File: config.mk
export PLATFORM = sky130hd
export DESIGN_NAME = keyboard_ps2_wb
export DESIGN_NICKNAME = d
export VERILOG_FILES = /design/src/rtl/keyboard_ps2_wb.sv
export SDC_FILE = /design/constraint.sdc
export NUM_CORES = 1
export LEC_CHECK = 0
export ABC_CLOCK_PERIOD_IN_PS = 3400
export CELL_PAD_IN_SITES_DETAIL_PLACEMENT = 2
export CELL_PAD_IN_SITES_GLOBAL_PLACEMENT = 2
export CORE_MARGIN = 5
export CORE_UTILIZATION = 39
export DETAILED_ROUTE_END_ITERATION = 8
export GPL_ROUTABILITY_DRIVEN = 0
export HOLD_SLACK_MARGIN = 0.03
export PLACE_DENSITY = 0.77
export SLEW_MARGIN = 20
export SYNTH_ARGS = -nofsm -noshare
export SYNTH_HDL_FRONTEND = slang
export SYNTH_SLANG_ARGS = --single-unit
File: constraint.sdc
create_clock -name clk -period 3.4 [get_ports clk]
set_input_delay 0.68 -clock clk [delete_from_list [all_inputs] [get_ports clk]]
set_output_delay 0.68 -clock clk [all_outputs]
set_load 0.1 [all_outputs]
File: src/rtl/keyboard_ps2_wb.sv
// PS/2 keyboard receiver with a scan-code FIFO behind a single-register
// STB/ACK bus slave: reads pop one code plus status, writes flush or clear flags.
`timescale 1ns/1ps

module keyboard_ps2_wb #(
    parameter int FIFO_DEPTH  = 8,
    parameter int TIMEOUT_CYC = 100000
) (
    input  logic        clk,
    input  logic        rst,
    input  logic        PS2C,
    input  logic        PS2D,
    input  logic        STB,
    input  logic        WE,
    input  logic [31:0] DAT_I,
    output logic        ACK,
    output logic [31:0] DAT_O
);

    localparam int PW = (FIFO_DEPTH > 1) ? $clog2(FIFO_DEPTH) : 1;
    localparam int CW = $clog2(FIFO_DEPTH + 1);
    localparam int TW = $clog2(TIMEOUT_CYC + 1);

    typedef enum logic [1:0] {S_IDLE, S_DATA, S_PARITY, S_STOP} state_t;

    logic [1:0]    r_ps2c_sync, r_ps2d_sync;
    logic          r_ps2c_prev;
    state_t        r_state, w_next_state;
    logic [2:0]    r_bit_cnt;
    logic [TW-1:0] r_to_cnt;
    logic [7:0]    r_shift, r_push_data;
    logic          r_parity, r_push_pend;
    logic [7:0]    r_mem [FIFO_DEPTH];
    logic [PW-1:0] r_wr_ptr, r_rd_ptr;
    logic [CW-1:0] r_count;
    logic          r_ack, r_stb_block, r_ovf, r_err;
    logic [31:0]   r_dat_o;

    logic w_fall, w_ps2d, w_timeout, w_frame_good, w_frame_ok, w_frame_bad;
    logic w_bus_go, w_rd, w_wr, w_flush, w_clr, w_empty, w_full, w_pop, w_push, w_ovf_set;
    logic [4:0] w_count_ext;
    logic       w_unused;

    always_ff @(posedge clk or posedge rst) begin
        if (rst) begin
            r_ps2c_sync <= 2'b11;
            r_ps2d_sync <= 2'b11;
            r_ps2c_prev <= 1'b1;
        end else begin
            r_ps2c_sync <= {r_ps2c_sync[0], PS2C};
            r_ps2d_sync <= {r_ps2d_sync[0], PS2D};
            r_ps2c_prev <= r_ps2c_sync[1];
        end
    end

    assign w_fall    = r_ps2c_prev & ~r_ps2c_sync[1];
    assign w_ps2d    = r_ps2d_sync[1];
    assign w_timeout = (r_state != S_IDLE) && !w_fall && (r_to_cnt == TW'(TIMEOUT_CYC - 1));

    // Odd parity: data bits plus parity bit must carry an odd number of ones.
    assign w_frame_good = w_ps2d && (^{r_shift, r_parity});
    assign w_frame_ok   = w_fall && (r_state == S_STOP) && w_frame_good;
    assign w_frame_bad  = w_fall && (r_state == S_STOP) && !w_frame_good;

    // NOTE: every signal assigned here gets a default first, so no latch can be inferred.
    always_comb begin
        w_next_state = r_state;
        if (w_timeout) begin
            w_next_state = S_IDLE;
        end else if (w_fall) begin
            case (r_state)
                S_IDLE:   if (!w_ps2d) w_next_state = S_DATA;
                S_DATA:   if (r_bit_cnt == 3'd7) w_next_state = S_PARITY;
                S_PARITY: w_next_state = S_STOP;
                S_STOP:   w_next_state = S_IDLE;
                default:  w_next_state = S_IDLE;
            endcase
        end
    end

    // NOTE: state registers use non-blocking assignments so every flop samples pre-edge values.
    always_ff @(posedge clk or posedge rst) begin
        if (rst) begin
            r_state     <= S_IDLE;
            r_bit_cnt   <= 3'd0;
            r_to_cnt    <= '0;
            r_shift     <= 8'h00;
            r_parity    <= 1'b0;
            r_push_pend <= 1'b0;
            r_push_data <= 8'h00;
        end else begin
            r_state     <= w_next_state;
            r_push_pend <= w_frame_ok;
            if (w_frame_ok) r_push_data <= r_shift;

            if (r_state == S_IDLE || w_fall) r_to_cnt <= '0;
            else                             r_to_cnt <= r_to_cnt + TW'(1);

            if (w_timeout) begin
                r_bit_cnt <= 3'd0;
            end else if (w_fall) begin
                case (r_state)
                    S_IDLE:   r_bit_cnt <= 3'd0;
                    S_DATA: begin
                        r_shift   <= {w_ps2d, r_shift[7:1]};
                        r_bit_cnt <= r_bit_cnt + 3'd1;
                    end
                    S_PARITY: r_parity <= w_ps2d;
                    default:  ;
                endcase
            end
        end
    end

    // A bus action fires once, on the cycle ACK rises; STB held through reset is ignored until it drops.
    assign w_bus_go  = STB && !r_ack && !r_stb_block;
    assign w_rd      = w_bus_go && !WE;
    assign w_wr      = w_bus_go && WE;
    assign w_flush   = w_wr && DAT_I[0];
    assign w_clr     = w_wr && DAT_I[1];
    assign w_empty   = (r_count == '0);
    assign w_full    = (r_count == CW'(FIFO_DEPTH));
    assign w_pop     = w_rd && !w_empty;
    assign w_push    = r_push_pend && !w_flush && (!w_full || w_pop);
    assign w_ovf_set = r_push_pend && !w_flush && w_full && !w_pop;
    assign w_count_ext = 5'(r_count);
    assign w_unused  = &{1'b0, DAT_I[31:2], w_count_ext[4]};

    // NOTE: the storage array has no reset; count and pointers alone define which entries are valid.
    always_ff @(posedge clk) begin
        if (w_push) r_mem[r_wr_ptr] <= r_push_data;
    end

    always_ff @(posedge clk or posedge rst) begin
        if (rst) begin
            r_wr_ptr <= '0;
            r_rd_ptr <= '0;
            r_count  <= '0;
        end else if (w_flush) begin
            r_wr_ptr <= '0;
            r_rd_ptr <= '0;
            r_count  <= '0;
        end else begin
            if (w_push) r_wr_ptr <= r_wr_ptr + PW'(1);
            if (w_pop)  r_rd_ptr <= r_rd_ptr + PW'(1);
            if (w_push && !w_pop)      r_count <= r_count + CW'(1);
            else if (w_pop && !w_push) r_count <= r_count - CW'(1);
        end
    end

    always_ff @(posedge clk or posedge rst) begin
        if (rst) begin
            r_ack       <= 1'b0;
            r_stb_block <= 1'b1;
            r_dat_o     <= 32'h0;
            r_ovf       <= 1'b0;
            r_err       <= 1'b0;
        end else begin
            if (!STB) r_stb_block <= 1'b0;

            if (!STB)         r_ack <= 1'b0;
            else if (w_bus_go) r_ack <= 1'b1;

            if (w_rd)
                r_dat_o <= {!w_empty, r_ovf, r_err, 9'b0, w_count_ext[3:0], 8'b0,
                            w_empty ? 8'h00 : r_mem[r_rd_ptr]};

            if (w_ovf_set)  r_ovf <= 1'b1;
            else if (w_clr) r_ovf <= 1'b0;
            if (w_frame_bad) r_err <= 1'b1;
            else if (w_clr)  r_err <= 1'b0;
        end
    end

    assign ACK   = r_ack;
    assign DAT_O = r_dat_o;

endmodule

==> flow_results.org <==
** Worst setup path
- FF-to-FF path depth :: 9
- Signal arrival time at the worst endpoint :: 3580 ps
- Worst stage delay on the critical path :: 570 ps
- Critical path peak fanout :: 4
- CP most frequent cell :: sky130_fd_sc_hd__a21o_1
- Walking the worst path, the cells encountered are clkdlybuf4s50_1 -> or4b_4 -> a221oi_4 -> nand2_1 -> ha_1 -> a21o_1 -> a21o_1 -> or3_1 -> and3_1 -> o31a_1.
- Startpoint kind of the worst setup timing path :: input pin
- STA classifies the critical path endpoint as a flop.
- Among all stages on the critical path, the largest delay is contributed by sky130_fd_sc_hd__or4b_4.
- Data required time at the worst endpoint :: 3710 ps
- Classification of the worst setup path :: input pin to flop

** Clock network
- The tree is rooted in a sky130_fd_sc_hd__clkbuf_16.
- CTS saw 138 sinks.
- TritonCTS clock tree :: built
- In this run, post-CTS hold repair placed 0 buffers.
- In this run the number of H-tree levels came out at 4.
- No sink is reached through more buffers than the 2 on the longest clock path.
- After clock tree synthesis, the clock-pin slew on the worst setup and hold paths is 60 ps.
- In this run, CTS created clock tree buffers numbering 17.
- At the later pin of the worst-skew pair, clock insertion delay measures 420 ps.

** Floorplanning
- For this configuration, the core starts out at a cell density of 39.32%.
- From bottom edge to top edge, the die measures 133.3 µm.
- Core area :: 0.01509 mm²
- IO Count :: 71
- Row generation in the floorplan step produced 45 rows.
- DIE AREA :: 0.01778 mm²
- The die is 133.3 µm wide.

** Global route
- Global-route wire length before repair :: 22600 µm
- Global routing finished with a remaining overflow of 0.
- Pin count of the biggest net entering global routing :: 55
- Number of antenna violations at the first check in global routing :: 0
- Global routing consumed, over all layers together, 16.73% of the routing resources.
- The via count of the first global-routing pass is 3954.

** STA
- The smallest clock period supported by the final layout is computed as 3277 ps.
- RSZ-0062 raised after global routing :: no
- Setup violations remaining at the end of the flow were counted as 0.
- Actual slew at the worst max-slew pin :: 965.8 ps
- Hold timing on the final database bottoms out at a slack of 357.4 ps.
- Layout Skew :: 9.270 ps
- The final critical path takes up 96.37% of the cycle.
- The final hold violation count came to 0.
- Max Slew Vio Count :: 0
- Max Clk Rate :: 305.2 MHz
- For the final routed database, the setup TNS stands at 0 ps.
- Headroom to the max-slew limit :: 35.41%

** Run
- Max-cap violations in this run came to 0.

** Yosys
- For this run, the leading register cell type out of synthesis is sky130_fd_sc_hd__dfrtp_1.
- After synthesis, the share of flip-flops with an asynchronous set or reset is 53.62%.
- Area of the mapped netlist :: 0.005933 mm²
- Synthesis Warnings :: 0
- Cells after Synth :: 420
- Post-synthesis cell type count :: 52
- After synthesis the netlist holds a flip-flop and latch count of 138.
- Mean cell area of the mapped netlist :: 14.13 µm²
- The synthesized design contains 64 enable-type register cells.
- Register area share after synthesis :: 63.73%

** Min path
- Counting instances, the worst hold path has a depth of 0.
- The path class of the tightest hold or removal check is flop to flop.

** Placed design
- Once placement finished, the instance area stood at 0.006417 mm².
- Cell count after placement :: 638
- Port buffering added 23 buffers.
- Summed over all nets, the half-perimeter wirelength after detailed placement is 8931 µm.

** Drt
- In the routed layout, each cell is associated on average with a via count of 5.159.
- Iteration-0 DRC Markers :: 150
- In this run the remaining antenna-violating nets after routing total 0.
- Vias post-DR :: 3462
- Wire length per cell after detailed routing :: 20.84 µm
- Total detailed-routing wirelength :: 13980 µm
- The first detailed-routing pass took 4 iterations.
- Remaining DRCs :: 0

** Cells and area
- Sequential cell area :: 0.003782 mm²
- Layout cells sized above 1 :: 24.22%
- Nets@finish :: 520
- Post-route design area :: 0.007072 mm²
- Once layout is complete, the utilization of the core stands at 46.87%.
- Relative area change from synthesis to final layout :: 19.19%
- The repair_antennas step left the layout with diodes totalling 0.
- After filler insertion, the fill cell instance count of the layout stands at 1457.
- Summing all multi-input logic gate instances after layout gives 0.002001 mm².
- Number of cells in the finished layout apart from fillers :: 671

** Power and ir drop
- VDD sags by at most 0.0003598 V.
- Leakage component of the power :: 2.913 nW
- Power density over the cells :: 879.0 mW/mm²

** Run status
- The flow ran to the end, and the final reports show no timing, DRC or antenna violations.
-- cell type report --
type / count / area share, %
Sequential cell: 138 / 53.49
Multi-Input combinational cell: 257 / 28.29
Clock buffer: 17 / 6.016
Timing Repair Buffer: 44 / 5.272
Tap cell: 188 / 3.326
Clock inverter: 15 / 2.972
Inverter: 12 / 0.6369
-- cell families (layout without fill, tap and decap cells) --
family	count (synthesis)	count (layout)	synth area share, %
muxes	45	45	11.39
adders and majority gates	12	12	2.657
AOI/OAI and AO/OA	35	35	3.901
buffers and inverters	41	88	3.754
other	1	17	0.06320
and+or+nand+nor	124	124	10.61
DFF	138	138	63.73
xor gates and xnor gates	24	24	3.901
-- layer usage --
| metal | up-vias | share of wire (%) | global-route usage, % |
|---|---|---|---|
| met5 | - | 0 | 0 |
| met4 | 0 | 1.5 | 6.000 |
| met3 | 17 | 2.6 | 3.776 |
| met2 | 54 | 55 | 30.50 |
| met1 | 1805 | 41 | 19.27 |
| li1 | 1586 | - | - |
-- Yosys cell counts, drive strengths merged, types with 6 or more instances --
cell | n | area share (%)
dfrtp | 68 | 29
mux4 | 16 | 6.1
ha | 11 | 2.3
nand3 | 6 | 0.51
mux2i | 9 | 1.5
nand4 | 6 | 0.89
xnor2 | 11 | 1.8
o21ai | 17 | 1.5
inv | 12 | 0.76
and3 | 7 | 0.74
buf | 24 | 2.7
edfxtp | 64 | 32
mux2 | 20 | 3.8
nand2 | 44 | 2.8
xor2 | 12 | 1.8
dfstp | 6 | 2.7
nor2 | 36 | 2.3
-- placed cells by master (no fill, tap or decap), drive strengths merged, types with 7 or more instances in the layout --
cell type       n
inv            18
edfxtp         64
conb           17
dfrtp          68
nand2          44
clkdlybuf4s50  12
o21ai          17
and3            7
ha             11
clkbuf         17
mux2i           9
xnor2          11
buf            32
nor2           36
xor2           12
mux2           20
mux4           16
-- critical path, delay by kind of cell --
kind,cells,cell delay (ps)
AND/OR/NAND/NOR,4,1250
AO/OA/AOI/OAI,4,940
adder cells (fa/ha/maj),1,280
buffers and inverters,1,430
-- report_power, final --
group,switching (mW),internal (mW),leakage [nW]
clock,0.754,1.24,0.307
combinational,1.21,0.712,1.04
sequential,0.296,2.00,1.56
-- state kept, by name, summed over array words and instances (netlist names), 2 cells and up --
| register | count |
|---|---|
| DAT_O | 15 |
| r_bit_cnt | 3 |
| r_count | 4 |
| r_mem | 64 |
| r_ps2c_sync | 2 |
| r_ps2d_sync | 2 |
| r_push_data | 8 |
| r_rd_ptr | 3 |
| r_shift | 8 |
| r_state | 2 |
| r_to_cnt | 17 |
| r_wr_ptr | 3 |
-- worst paths after layout --
check	from	to	slack, ps
max in group asynchronous	rst	r_ps2d_sync[1]	2060
min in group asynchronous	rst	DAT_O[30]	620
worst min register to register	r_ps2c_sync[0]	r_ps2c_sync[1]	360
worst max-delay path	WE	r_count[3]	120
worst min-delay path	r_ps2c_sync[0]	r_ps2c_sync[1]	360
worst max register to register	ACK	r_count[3]	420
-- repair_timing --
action / 4_1_cts / 5_1_grt
setup buffers: 0 / 1
setup endpoints to repair: 0 / 1
gates resized for setup: 0 / 1
-- per-stage QoR --
stage          setup slack (ps)  power, mW
6_report                  123.4      6.216
5_1_grt                   12.90      6.527
4_1_cts                   93.27      6.302
3_5_place_dp             -320.5      4.253
3_3_place_gp             -189.1      4.143
2_1_floorplan             171.1      3.787
No activity file was read; power rests on OpenSTA's default activity.
